--- config.mk ---
export PLATFORM = sky130hd
export DESIGN_NAME = inst_refill_ctrl
export DESIGN_NICKNAME = d
export VERILOG_FILES = /design/src/rtl/inst_refill_ctrl_pkg.sv /design/src/rtl/inst_refill_ctrl_refill_line_assembler.sv /design/src/rtl/inst_refill_ctrl.sv
export SDC_FILE = /design/constraint.sdc
export NUM_CORES = 1
export LEC_CHECK = 0
export CAP_MARGIN = 20
export CORE_AREA = 10 10 165 198
export CTS_CLUSTER_SIZE = 16
export DETAILED_ROUTE_END_ITERATION = 8
export DIE_AREA = 0 0 175 208
export PLACE_DENSITY = 0.73
export SYNTH_ARGS = -nofsm -noshare
export SYNTH_HDL_FRONTEND = slang
export SYNTH_SLANG_ARGS = --single-unit
export TNS_END_PERCENT = 20
--- constraint.sdc ---
create_clock -name Clk -period 3.94 [get_ports Clk]
set_input_delay 0.985 -clock Clk [delete_from_list [all_inputs] [get_ports Clk]]
set_output_delay 0.985 -clock Clk [all_outputs]
set_load 0.02 [all_outputs]
--- src/rtl/inst_refill_ctrl_pkg.sv ---
// Shared definitions for the L1 instruction-cache refill path.
// The cache uses the same address field constants to split tag/index/offset.
package inst_refill_ctrl_pkg;

    typedef enum logic [1:0] {
        IDLE = 2'd0,
        REQ  = 2'd1,
        FILL = 2'd2,
        ERR  = 2'd3
    } refill_state_t;

    localparam int LINE_BYTES = 16;
    localparam int OFFSET_LSB = 2;
    localparam int INDEX_LSB  = 4;
    localparam int TAG_LSB    = 7;
    localparam int WORD_W     = 32;

endpackage

--- src/rtl/inst_refill_ctrl_refill_line_assembler.sv ---
// Line buffer for the refill engine: one 32-bit slot per beat plus a merged
// view that already contains the word being written this cycle.
module refill_line_assembler
    import inst_refill_ctrl_pkg::*;
#(
    parameter int LINE_WORDS = 4,
    parameter int BEAT_W     = $clog2(LINE_WORDS)
) (
    input  logic                         clk,
    input  logic                         reset_n,
    input  logic                         clear,
    input  logic                         we,
    input  logic [BEAT_W-1:0]            beat,
    input  logic [WORD_W-1:0]            wdata,
    output logic [LINE_WORDS*WORD_W-1:0] line_next
);

    logic [LINE_WORDS-1:0][WORD_W-1:0] words;
    logic [LINE_WORDS-1:0][WORD_W-1:0] merged;

    // The merged view lets the controller capture a complete line on the
    // same edge that stores the last word, saving a cycle of fill latency.
    always_comb begin
        merged = words;
        if (we) begin
            merged[beat] = wdata;
        end
    end

    assign line_next = merged;

    always_ff @(posedge clk) begin
        if (!reset_n || clear) begin
            words <= '0;
        end else if (we) begin
            words[beat] <= wdata;
        end
    end

endmodule

--- src/rtl/inst_refill_ctrl.sv ---
// Miss-side refill engine: fetches the four words of a line from word-wide
// memory and delivers them to the instruction cache as one 128-bit fill beat.
module inst_refill_ctrl
    import inst_refill_ctrl_pkg::*;
#(
    parameter int ADDR_W     = 32,
    parameter int LINE_WORDS = 4,
    parameter int TIMEOUT    = 64
) (
    input  logic                         Clk,
    input  logic                         Reset_n,
    input  logic                         req_valid,
    input  logic [ADDR_W-1:0]            req_addr,
    output logic                         req_ready,
    output logic                         mem_rd,
    output logic [ADDR_W-1:0]            mem_addr,
    input  logic [WORD_W-1:0]            mem_rdata,
    input  logic                         mem_ready,
    output logic                         fill_valid,
    output logic [ADDR_W-1:0]            fill_addr,
    output logic [LINE_WORDS*WORD_W-1:0] fill_data,
    output logic                         busy,
    output logic                         err
);

    localparam int BEAT_W = $clog2(LINE_WORDS);
    localparam int TMO_W  = $clog2(TIMEOUT);
    localparam logic [BEAT_W-1:0] BEAT_LAST = BEAT_W'(LINE_WORDS - 1);
    localparam logic [TMO_W-1:0]  TMO_LAST  = TMO_W'(TIMEOUT - 1);

    refill_state_t           state;
    logic [ADDR_W-1:0]       base;
    logic [BEAT_W-1:0]       beat;
    logic [BEAT_W-1:0]       beat_next;
    logic [TMO_W-1:0]        tmo;
    logic [ADDR_W-1:0]       req_line;
    logic                    word_we;
    logic                    buf_clear;
    logic [LINE_WORDS*WORD_W-1:0] line_next;
    logic                    unused_addr_bits;

    assign req_line         = {req_addr[ADDR_W-1:INDEX_LSB], {INDEX_LSB{1'b0}}};
    assign unused_addr_bits = ^req_addr[INDEX_LSB-1:0];

    // The beat counter only spans the word-offset bits, so stepping through
    // the line can never carry into the index or tag.
    assign beat_next = beat + 1'b1;
    assign word_we   = (state == REQ) && mem_ready;
    assign buf_clear = (state == ERR);

    refill_line_assembler #(
        .LINE_WORDS (LINE_WORDS),
        .BEAT_W     (BEAT_W)
    ) u_assembler (
        .clk       (Clk),
        .reset_n   (Reset_n),
        .clear     (buf_clear),
        .we        (word_we),
        .beat      (beat),
        .wdata     (mem_rdata),
        .line_next (line_next)
    );

    always_ff @(posedge Clk) begin
        if (!Reset_n) begin
            state      <= IDLE;
            base       <= '0;
            beat       <= '0;
            tmo        <= '0;
            req_ready  <= 1'b1;
            busy       <= 1'b0;
            mem_rd     <= 1'b0;
            mem_addr   <= '0;
            fill_valid <= 1'b0;
            fill_addr  <= '0;
            fill_data  <= '0;
            err        <= 1'b0;
        end else begin
            fill_valid <= 1'b0;
            err        <= 1'b0;
            case (state)
                IDLE: begin
                    if (req_valid) begin
                        base      <= req_line;
                        beat      <= '0;
                        tmo       <= '0;
                        mem_addr  <= req_line;
                        mem_rd    <= 1'b1;
                        busy      <= 1'b1;
                        req_ready <= 1'b0;
                        state     <= REQ;
                    end
                end
                REQ: begin
                    if (mem_ready) begin
                        tmo <= '0;
                        if (beat == BEAT_LAST) begin
                            mem_rd     <= 1'b0;
                            fill_valid <= 1'b1;
                            fill_addr  <= base;
                            fill_data  <= line_next;
                            state      <= FILL;
                        end else begin
                            beat     <= beat_next;
                            mem_addr <= {base[ADDR_W-1:INDEX_LSB], beat_next,
                                         {OFFSET_LSB{1'b0}}};
                        end
                    end else if (tmo == TMO_LAST) begin
                        // Give up on this line; the fetch stage sees err and retries.
                        mem_rd <= 1'b0;
                        err    <= 1'b1;
                        state  <= ERR;
                    end else begin
                        tmo <= tmo + 1'b1;
                    end
                end
                FILL, ERR: begin
                    busy      <= 1'b0;
                    req_ready <= 1'b1;
                    state     <= IDLE;
                end
                default: begin
                    state <= IDLE;
                end
            endcase
        end
    end

endmodule
# After elaboration in Yosys (flattened, before gate mapping)
# Cells that the tools add are included.
totals:
  reg_bits: 359
  latchBits: 0
  ramBits: 0
  romBits: 0
  input_bits: 68
  out_inout_bits: 197
  n_memories: 0
op_classes:
  addsub: 2
  mul: 0
  div_mod_pow: 0
  n_lt_le_gt_ge: 2
  eq_ne: 11
  n_shift: 0
  mux: 31
  bitwise: 2
  reduce_logical: 17
op_table:
  columns: ["op", "n"]
  rows:
  - ["$bwmux 128", 1]
  - ["$mux 128", 1]
  - ["$mux 32", 4]
  - ["$demux 32 s2", 1]
  - ["$pmux 32 s2", 1]
  - ["$mux 6", 3]
  - ["$mux 2", 7]
  - ["$pmux 6 s2", 1]
  - ["$reduce_and 3->1", 4]
  - ["$reduce_and 4->1", 2]
  - ["$mux 1", 7]
  - ["$add 6x1->6 const B", 1]
  - ["$eq 2x2->1 const B", 3]
  - ["$eq 6x6->1 const B", 1]
  - ["$ne 2x2->1 const B", 3]
  - ["$ne 3x2->1 const B", 2]
  - ["$pmux 1 s2", 3]
  - ["$pmux 2 s3", 1]
  - ["$pmux 2 s2", 1]
  - ["$reduce_and 2->1", 2]
  - ["$reduce_bool 2->1", 2]
  - ["$lt 2x3->1 const B", 1]
  - ["$ne 3x3->1 const B", 1]
  - ["$reduce_or 3->1", 1]
  - ["9 further kinds", 11]

# Longest topological paths before layout
# Gate-level depths: netlist (run 1).
logic_depth:
  ltp_word: 6
  mapped_depth: 8

# Hierarchy
# From an unflattened synthesis (run 1), not the netlist that was laid out.
hier_totals:
  hier_cells: 1647
  hier_area_um2: 15318.4
by_module_without_submodules:
  columns: ["mod", "n_inst", "cells_each", "area_per_inst_um2", "seq_area_each_um2"]
  rows:
  - ["inst_refill_ctrl", 1, 1035, 8396.8, 4544.4]
  - ["refill_line_assembler", 1, 612, 6921.6, 2562.5]

# Worst setup path after synthesis (run 1)
# Ideal clock, no wire load.
synth_timing:
  path_kind: "input -> register"
  startpoint: "input port mem_ready"
  endpoint: "register tmo[4]"
  setup_time_ps: 80
  arrival_time_ps: 1991
  setup_slack_ps: 1869
  stages: 5
  path_buffers: 1
  path_cell_list: "buf_2 -> or3b_2 -> a41oi_1 -> nor2_1 -> nor3b_1"
synth_between:
  elab_chain_cells: 2
synth_lines:
  columns: ["item", "line_no", "rtl"]
  rows:
  - ["from (decl)", "inst_refill_ctrl.sv:18", "input logic mem_ready,"]
  - ["$ne 3x3->1 (no line) or $mux 6 (tied branches)", null, null]
  - ["$reduce_and 3->1 (no line) or $pmux 6 s2 (tied branches)", null, null]
  - ["to (signal assigned)", "inst_refill_ctrl.sv:114", "tmo <= tmo + 1'b1;"]
  - ["to (decl)", "inst_refill_ctrl.sv:35", "logic [TMO_W-1:0] tmo;"]
# Several ways; a longest one is shown, not always the timed one.
# A chain may end at the register's enable or synchronous reset.

# Worst setup path after layout (run 1)
layout_timing:
  startpoint: "input port mem_ready"
  endpoint: "register fill_data[79]"
layout_between:
  elab_chain_cells: 2
layout_lines:
  columns: ["item", "line_no", "rtl"]
  rows:
  - ["$logic_and 1x1->1", "inst_refill_ctrl.sv:48", "assign word_we = (state == REQ) && mem_ready;"]
  - ["$mux 128", "inst_refill_ctrl_refill_line_assembler.sv:25", "if (we) begin"]
  - ["to (signal assigned)", "inst_refill_ctrl.sv:101", "fill_data <= line_next;"]
  - ["to (decl)", "inst_refill_ctrl.sv:21", "output logic [LINE_WORDS*WORD_W-1:0] fill_data,"]
# Several ways; a longest one is shown, not always the timed one.

==> results of run 1 <==
-- stage by stage --
step / setup slack [ns] / hold WS (ns) / area [um2]
floorplan: 1.87 / 0.433 / 12800
global placement: 0.707 / 0.437 / 15500
detailed placement: 0.715 / 0.442 / 15500
CTS: 1.22 / 0.451 / 16600
global route: 1.04 / 0.465 / 16600
finish: 1.21 / 0.448 / 16600
-- cell type report --
class	instances	area, um2	area share
flip-flops and latches	323	6470	0.389
multi-input cells	1156	5690	0.342
repair buffers	279	2850	0.171
clock buffers	51	1040	0.0624
well taps	385	482	0.0290
clock inverters	8	92.6	0.00557
inverters	3	11.3	0.000677
-- placed cells by master (no fill, tap or decap), types with 3 or more instances in the layout --
cell type and n:
sky130_fd_sc_hd__buf_4 16, sky130_fd_sc_hd__inv_1 3, sky130_fd_sc_hd__a21boi_0 61, sky130_fd_sc_hd__clkdlybuf4s50_1 253, sky130_fd_sc_hd__buf_12 8, sky130_fd_sc_hd__a21boi_1 28
sky130_fd_sc_hd__o211a_1 28, sky130_fd_sc_hd__and3_1 4, sky130_fd_sc_hd__clkbuf_16 37, sky130_fd_sc_hd__nor2_1 9, sky130_fd_sc_hd__nand3_2 3, sky130_fd_sc_hd__o21ai_1 23
sky130_fd_sc_hd__nand2_1 524, sky130_fd_sc_hd__clkinv_2 5, sky130_fd_sc_hd__clkbuf_1 8, sky130_fd_sc_hd__ha_1 4, sky130_fd_sc_hd__a21oi_1 195, sky130_fd_sc_hd__clkbuf_8 6
sky130_fd_sc_hd__conb_1 6, sky130_fd_sc_hd__dfxtp_1 323, sky130_fd_sc_hd__nand3_1 31, sky130_fd_sc_hd__o21ai_0 173, sky130_fd_sc_hd__nand2b_1 36
-- power breakdown --
group / switching, uW / internal, uW / total (uW) / leakage, uW
Clock: 1270 / 1950 / 3230 / 0.000557
Sequential: 38.2 / 3330 / 3370 / 0.00262
Combinational: 305 / 210 / 514 / 0.00257
Total: 1620 / 5490 / 7110 / 0.00575
-- how the worst min path moves through the flow --
stage                            end  slack (ns)  depth (start not counted)
3_5_place_dp               req_ready        0.44                          1
2_1_floorplan   u_assembler.words[0]        0.43                          2
3_3_place_gp               req_ready        0.44                          1
4_1_cts        u_assembler.words[91]        0.45                          2
6_report               fill_data[81]        0.45                          2
5_1_grt               fill_data[117]        0.46                          2
-- worst reg2reg max path: cells and delay by family, from the launching register on --
family          cells  cell delay [ns]
simple gates        2             0.61
compound gates      1             0.07
buf+inv             2             0.81
fa+ha+maj           1             0.44
flops               1             0.40
-- kinds of logic after synthesis --
family          after synthesis  share of synthesized area
compound gates              520                      0.235
buf+inv                     146                     0.0534
flops                       323                      0.506
other cells                   1                   0.000293
simple gates                625                      0.201
fa+ha+maj                     5                    0.00489
-- state kept, by name (all words and copies together) (netlist names) --
name               flops
beat                   1
fill_addr             28
req_ready              1
fill_valid             1
mem_addr              29
busy                   1
state                  2
err                    1
mem_rd                 1
tmo                    6
fill_data            128
u_assembler.words     96
base                  28
-- routing by layer --
layer  part of all wire  wire [um]  up-vias  track usage
met1               0.41      15700     5463        0.238
met4              0.018        715        0       0.0558
met3               0.10       3880       48       0.0712
met2               0.48      18400      384        0.339
li1                   -          -     5749            -
met5                  0          0        -            0
==> results.yml, run 1 <==
worst_setup_path:
  worstSetupEndpoint: "fill_data[79]"
  timing.reg2reg.setup_slack_ns: 1.49
  cp.arrival_ns: 3.15
  critical_path.slowest_cell: "sky130_fd_sc_hd__clkdlybuf4s50_1"
  path_max_fanout: 49
  worst_path_depth: 5
  crit_required_ns: 4.36
  critPathBufInv: 2
  critPathTopFamily: "buffers and inverters"
  startpoint: "mem_ready"
  timing.critical_path.from_type: "primary input"
  capturing_element_type_of_the_critical_path: "register"
  rr_endpoint: "fill_data[17]"
  critical_path.max_stage_delay_ns: 0.86
  worst_r2r_startpoint: "beat[0]"
  worst_r2r_path_depth: 6
  cp_cell_instances: "clkdlybuf4s50_1 -> and3_4 -> buf_12 -> o21ai_0 -> a21oi_1"
  worst-setup-path-type: "in -> reg"
die:
  pin_count: 265
  die_w_um: 175
  initial_utilization: 0.447
  row_count: 68
  floorplan.die_area_um2: 36400
  die_y_um: 208
  fp.coreArea_um2: 28600
timing:
  worst_slew_pin_slew_ns: 0.901
  timing.max_slew.rel_slack: 0.399
  timing.final.max_slew_violations: 0
  grt_setup_unrepaired: "false"
  timing.setup.tns_ns: 0
  min_period_ns: 2.73
  clock-skew-final_ns: 0.00657
  report.final.setup_viol: 0
  max_freq_ghz: 0.367
  ratio_of_final_minimum_period_to_clock_period: 0.692
  final-hold-violation-count: 0
cts:
  cts.repair.resized: 0
  clkLatencyLatePin_ns: 0.50
  clkTransAtPathRegs_ns: 0.06
  cts_max_level: 2
  cts-buffers-inserted: 34
  post_cts_buffers: 0
  clock-sinks: 323
  post_cts_hold_buffer_count: 0
  clock_tree.root_cell: "sky130_fd_sc_hd__clkbuf_16"
  cts_tree: "yes"
  cts-root-to-sink-buffers: 3
placed_design:
  gpl.final_weighted_congestion: 0.784
  detailedPlacementHpwl_um: 24000
  placement.io_buffers: 254
  post-place-cells: 2145
logic_synthesis:
  synthDominantCellAreaShare: 0.506
  seq_area_frac_synth: 0.506
  synthMostInstantiatedCell: "sky130_fd_sc_hd__nand2_1"
  synth_area_um2: 12800
  netlist_top_cells_area: "sky130_fd_sc_hd__dfxtp_1, sky130_fd_sc_hd__nand2_1, sky130_fd_sc_hd__a21oi_1"
  yosys.cell_types.count: 42
  synthesized_instance_count: 1620
  netlist.top_cell.by_area: "sky130_fd_sc_hd__dfxtp_1"
  async_reset_ff_frac: 0
  postSynth.topFlopCell: "sky130_fd_sc_hd__dfxtp_1"
  synth-seq-cells: 323
  synth.avg_cell_area_um2: 7.89
  cell_types_with_the_highest_counts_after_synthesis: "sky130_fd_sc_hd__nand2_1, sky130_fd_sc_hd__dfxtp_1, sky130_fd_sc_hd__a21oi_1"
  synth_edf_count: 0
  yosys_warnings: 0
global_routing:
  antenna_found_initial: 0
  first_global_vias: 11200
  grtUsageTotal: 0.202
  grt_start_max_net_pins: 139
  grt_pass1_wl_um: 61200
  grt_remaining_overflow: 0
routing:
  detail-route-antenna-nets: 0
  first_iter_violations: 803
  finalWirelength_um: 38800
  vias: 11600
  dr.pass1.iters: 5
  drcViolationCount: 0
  vias_per_cell: 5.28
  routedWlPerCell_um: 17.6
pwr:
  leakage_power_total_uw: 0.00575
  power.total_uw: 7110
  power_density_nw_per_um2: 427
  vdd_ir_drop_max_mv: 0.313
final_layout:
  layoutNonFillerInstCount: 2205
  area_growth_pct: 30.1
  design.final.nets: 1870
  filler_cell_count: 2637
  final_layout_size_suffix_gt1_frac: 0.0489
  antennaDiodeCount: 0
  postLayoutCoreUtil: 0.582
worst_hold_path:
  hp-class: "reg -> reg"
  min-delay-start: "fill_data[81]"
outcome:
  status: "finished, final reports clean"
job:
  max-cap-violations: 0
No activity file was read; power rests on OpenSTA's default activity.
==> run 2, diff against run 1 <==
--- a/config.mk
+++ b/config.mk
@@ -10,7 +10,7 @@
 export CTS_CLUSTER_SIZE = 16
 export DETAILED_ROUTE_END_ITERATION = 8
 export DIE_AREA = 0 0 175 208
-export PLACE_DENSITY = 0.73
+export PLACE_DENSITY = 0.76
 export SYNTH_ARGS = -nofsm -noshare
 export SYNTH_HDL_FRONTEND = slang
 export SYNTH_SLANG_ARGS = --single-unit
==> constraint.sdc (replaced) <==
create_clock -name Clk -period 2.39 [get_ports Clk]
set_input_delay 0.5975 -clock Clk [delete_from_list [all_inputs] [get_ports Clk]]
set_output_delay 0.5975 -clock Clk [all_outputs]
set_load 0.02 [all_outputs]
==> run 2 against run 1 <==
Setup slack got worse by 1.0 ns; die area did not move; sequential cell count did not move; utilization is 0.77 points higher; non-clock buffer count is 10 higher; via count up 1.1%; clock power increased by 70%; critical path type is now reg -> out; largest power group unchanged.
==> results.yml, run 2 (same netlist as run 1, synthesis figures left out) <==
outcome:
  status: "finished, final reports clean"
cts:
  cts.repair.resized: 0
  cts-buffers-inserted: 34
  clkLatencyLatePin_ns: 0.52
  post_cts_buffers: 0
  clkTransAtPathRegs_ns: 0.06
  clock-sinks: 323
  clock_tree.root_cell: "sky130_fd_sc_hd__clkbuf_16"
  post_cts_hold_buffer_count: 0
  cts-root-to-sink-buffers: 3
  cts_max_level: 2
  cts_tree: "yes"
global_routing:
  grtUsageTotal: 0.202
  grt_start_max_net_pins: 97
  grt_pass1_wl_um: 61400
  first_global_vias: 11200
  antenna_found_initial: 1
  grt_remaining_overflow: 0
placed_design:
  detailedPlacementHpwl_um: 25000
  placement.io_buffers: 254
  pre_cts_slack_ns: 0.114
  gpl.final_weighted_congestion: 0.825
timing:
  timing.setup.tns_ns: 0
  grt_setup_unrepaired: "false"
  report.final.setup_viol: 0
  clock-skew-final_ns: 0.0197
  max_freq_ghz: 0.456
  ratio_of_final_minimum_period_to_clock_period: 0.918
  timing.final.max_slew_violations: 0
  final-hold-violation-count: 0
  fin_ws_ns: 0.195
  min_period_ns: 2.20
final_layout:
  registers.top_by_ff_count: "fill_data"
  area_growth_pct: 31.8
  design.final.nets: 1880
  highest_count_cells_in_the_layout_ignoring_fill_and_taps: "sky130_fd_sc_hd__nand2_1, sky130_fd_sc_hd__dfxtp_1, sky130_fd_sc_hd__clkdlybuf4s50_1"
  biggestRegsByFlops: "fill_data x128, u_assembler.words x96, mem_addr x29"
  largest_register_ff_count: 128
  final_layout_size_suffix_gt1_frac: 0.0535
  layout_commonest_cell: "sky130_fd_sc_hd__nand2_1"
worst_setup_path:
  critical_path.max_stage_delay_ns: 0.68
  critPathBufInv: 1
  worst_path_depth: 1
  timing.critical_path.from_type: "register"
  cp.arrival_ns: 1.60
  crit_required_ns: 1.79
  path_max_fanout: 5
  critical_path.slowest_cell: "sky130_fd_sc_hd__clkdlybuf4s50_1"
  worst-setup-path-type: "reg -> out"
  capturing_element_type_of_the_critical_path: "output port"
  worst_r2r_path_depth: 6
  critPathTopFamily: "buffers and inverters"
  cp_cell_instances: "clkdlybuf4s50_1"
die:
  pin_count: 265
  fp.coreArea_um2: 28600
  die_w_um: 175
  initial_utilization: 0.447
  floorplan.die_area_um2: 36400
  row_count: 68
  die_y_um: 208
pwr:
  vdd_ir_drop_max_mv: 0.580
  power_density_nw_per_um2: 707
  leakage_power_total_uw: 0.00585
routing:
  dr.pass1.iters: 5
  first_iter_violations: 1070
  vias: 11800
  drcViolationCount: 0
  detail-route-antenna-nets: 0
  routedWlPerCell_um: 17.5
  finalWirelength_um: 38900
  vias_per_cell: 5.31
worst_hold_path:
  min_delay_path_depth: 2
  hp-class: "reg -> reg"
job:
  max-cap-violations: 0
==> run 2: cell type report <==
cell class	instances	area, um2
fillers	2578	11700
flip-flops and latches	323	6470
multi-input cells	1156	5690
repair buffers	289	3040
clock buffers	50	982
well taps	385	482
clock inverters	10	173
inverters	3	11.3
diodes	1	2.50
==> run 2: path summary, 6_finish.rpt <==
path / to / slack (ns) / from
worst min-delay path: fill_data[26] / 0.45 / fill_data[26]
worst max-delay path: mem_addr[2] / 0.19 / beat[0]
worst min register to register: fill_data[26] / 0.45 / fill_data[26]
worst max register to register: u_assembler.words[64] / 0.47 / state[0]
==> run 2: metrics by stage <==
| stage | instance area, um2 | hold slack [ns] | cells | util | total power [uW] |
|---|---|---|---|---|---|
| floorplan | 12800 | 0.433 | 1625 | - | 6140 |
| global placement | 15700 | 0.438 | 2156 | 0.549 | 6530 |
| detailed placement | 15700 | 0.441 | 2156 | 0.549 | 6550 |
| CTS | 16800 | 0.450 | 2216 | 0.589 | 12000 |
| global route | 16900 | 0.470 | 2217 | 0.590 | 12300 |
| finish | 16900 | 0.447 | 2217 | 0.590 | 11900 |
==> run 2: layer usage <==
metal / up-vias / GRT usage / share of wire
met1: 5491 / 0.242 / 0.40
li1: 5769 / - / -
met2: 444 / 0.337 / 0.47
met3: 66 / 0.0670 / 0.10
met4: 0 / 0.0639 / 0.026
met5: - / 0 / 0
==> run 2: report_power, final <==
part           switching (uW)  internal (uW)  leakage [uW]
Clock                    2180           3300      0.000565
Combinational             503            367       0.00267
Sequential               63.8           5490       0.00262
==> run 3, diff against run 2 <==
--- a/config.mk
+++ b/config.mk
@@ -10,7 +10,8 @@
 export CTS_CLUSTER_SIZE = 16
 export DETAILED_ROUTE_END_ITERATION = 8
 export DIE_AREA = 0 0 175 208
-export PLACE_DENSITY = 0.76
+export GPL_TIMING_DRIVEN = 0
+export PLACE_DENSITY = 0.8
 export SYNTH_ARGS = -nofsm -noshare
 export SYNTH_HDL_FRONTEND = slang
 export SYNTH_SLANG_ARGS = --single-unit
==> run 3 against run 2 <==
First-iteration DRC count grew 11%; register-to-register slack worse by 0.36 ns; via count increased by 6.6%; sequential share of layout area shrank 0.34 points; critical path type is now reg -> reg; critical endpoint is now fill_data[62]; largest cell class unchanged; largest power group is now clock.
==> results.yml, run 3 (same netlist as run 1, synthesis figures left out) <==
job:
  max-cap-violations: 0
global_routing:
  first_global_vias: 12200
  grtUsageTotal: 0.230
  grt_remaining_overflow: 0
  antenna_found_initial: 2
  grt_start_max_net_pins: 15
  grt_pass1_wl_um: 67700
pwr:
  power_density_nw_per_um2: 709
  combinationalPowerShare: 0.076
  leakage_power_total_uw: 0.00598
  clkPwrFrac: 0.462
  cell_internal_pwr_uw: 9230
  vdd_ir_drop_max_mv: 0.525
  sequentialPowerShare: 0.461
  power.total_uw: 12000
  p_sw_frac: 0.234
  netSwitchingPower_uw: 2820
routing:
  met3WireLength_um: 4400
  dr.pass1.iters: 7
  wl_met2_um: 21400
  detail-route-antenna-nets: 0
  first_iter_violations: 1192
  vias: 12500
  finalWirelength_um: 44300
  wl_met1_um: 16900
  routedWlPerCell_um: 19.0
  routed.top_layer: "met5"
  drcViolationCount: 0
  vias_per_cell: 5.40
timing:
  timing.max_slew.rel_slack: 0.517
  clock-skew-final_ns: 0.0149
  min_period_ns: 2.28
  report.final.setup_viol: 0
  ratio_of_final_minimum_period_to_clock_period: 0.952
  worst_slew_pin_slew_ns: 0.724
  timing.final.max_slew_violations: 0
  grt_setup_unrepaired: "false"
  max_freq_ghz: 0.439
  final-hold-violation-count: 0
  timing.setup.tns_ns: 0
final_layout:
  largest_register_ff_count: 128
  layout_commonest_cell: "sky130_fd_sc_hd__nand2_1"
  final_layout_size_suffix_gt1_frac: 0.0640
  filler_cell_count: 2545
  postLayoutCoreUtil: 0.595
  registers.top_by_ff_count: "fill_data"
  area_growth_pct: 33.0
  final_area_um2: 17000
  biggestRegsByFlops: "fill_data x128, u_assembler.words x96, mem_addr x29"
  highest_count_cells_in_the_layout_ignoring_fill_and_taps: "sky130_fd_sc_hd__nand2_1, sky130_fd_sc_hd__dfxtp_1, sky130_fd_sc_hd__clkdlybuf4s50_1"
  design.final.nets: 1988
cts:
  clkLatencyLatePin_ns: 0.52
  clock-sinks: 323
  cts_tree: "yes"
  cts-buffers-inserted: 34
  cts.repair.resized: 0
  cts_max_level: 2
  post_cts_hold_buffer_count: 0
  post_cts_buffers: 0
  clkTransAtPathRegs_ns: 0.06
  cts-root-to-sink-buffers: 3
  clock_tree.root_cell: "sky130_fd_sc_hd__clkbuf_16"
placed_design:
  placement.io_buffers: 254
  postPlaceCellArea_um2: 15800
  gpl.final_weighted_congestion: 0.937
  detailedPlacementHpwl_um: 32900
worst_setup_path:
  cp_cell_instances: "ha_1 -> nand3_1 -> clkbuf_1 -> o21ai_0 -> a21oi_1"
  timing.critical_path.from_type: "register"
  critPathTopFamily: "simple AND/OR/NAND/NOR gates"
  critical_path.max_stage_delay_ns: 0.49
  capturing_element_type_of_the_critical_path: "register"
  rr_endpoint: "fill_data[62]"
  worst_r2r_path_depth: 5
  critical_path.slowest_cell: "sky130_fd_sc_hd__nand3_1"
  cp.arrival_ns: 2.67
  worst_r2r_startpoint: "beat[0]"
  path_max_fanout: 10
  startpoint: "beat[0]"
  worst-setup-path-type: "reg -> reg"
  critPathBufInv: 1
  timing.reg2reg.setup_slack_ns: 0.11
  crit_required_ns: 2.78
die:
  die_y_um: 208
  floorplan.die_area_um2: 36400
  row_count: 68
  initial_utilization: 0.447
  pin_count: 265
  die_w_um: 175
  fp.coreArea_um2: 28600
worst_hold_path:
  min-delay-start: "u_assembler.words[73]"
  min_delay_path_depth: 2
  hp-class: "reg -> reg"
  worst_hold_end: "u_assembler.words[73]"
outcome:
  status: "finished, final reports clean"
run 3: layer usage:
metal,up-vias,track usage
li1,5997,-
met1,5867,0.254
met2,569,0.397
met3,110,0.0788
met4,2,0.0867
met5,-,0
run 3: worst reg2reg max path, delay by kind of cell, from the launching register on:
| kind | cells | cell delay, ns |
|---|---|---|
| adder cells (fa/ha/maj) | 1 | 0.46 |
| flip-flops | 1 | 0.42 |
| AND/OR/NAND/NOR | 1 | 0.49 |
| buffers and inverters | 1 | 0.38 |
| AO/OA/AOI/OAI | 2 | 0.39 |
run 3: power groups by stage:
stage	Clock [uW]	Sequential, uW	Combinational, uW
final	5570	5560	920
after global routing	5810	5570	990
after CTS	5600	5560	913
after detailed placement	0	5680	904
after global placement	0	5670	894
after floorplan	0	5720	416
run 3: layout make-up:
| class | count | area, um2 | area share |
|---|---|---|---|
| clock buffers | 48 | 1000 | 0.0591 |
| well taps | 385 | 482 | 0.0283 |
| inverters | 3 | 11.3 | 0.000662 |
| clock inverters | 11 | 170 | 0.0100 |
| repair buffers | 254 | 2540 | 0.150 |
| multi-input cells | 1156 | 5650 | 0.332 |
| diodes | 1 | 2.50 | 0.000147 |
| flip-flops and latches | 323 | 6470 | 0.380 |
| plain buffers | 143 | 673 | 0.0396 |
run 3: worst max-delay path by stage:
stage	to	slack, ns	cells after the start
2_1_floorplan	mem_addr[11]	0.64	7
3_3_place_gp	fill_addr[6]	-0.22	4
3_5_place_dp	fill_addr[4]	-0.25	4
4_1_cts	fill_data[62]	0.16	5
5_1_grt	fill_data[62]	0.03	5
6_report	fill_data[62]	0.11	5
run 3: metrics by stage:
step / cells / hold slack [ns] / setup WS [ns]
2_1_floorplan: 1625 / 0.433 / 0.643
3_3_place_gp: 2264 / 0.436 / -0.216
3_5_place_dp: 2264 / 0.443 / -0.248
4_1_cts: 2323 / 0.451 / 0.162
5_1_grt: 2324 / 0.466 / 0.0330
6_report: 2324 / 0.451 / 0.114
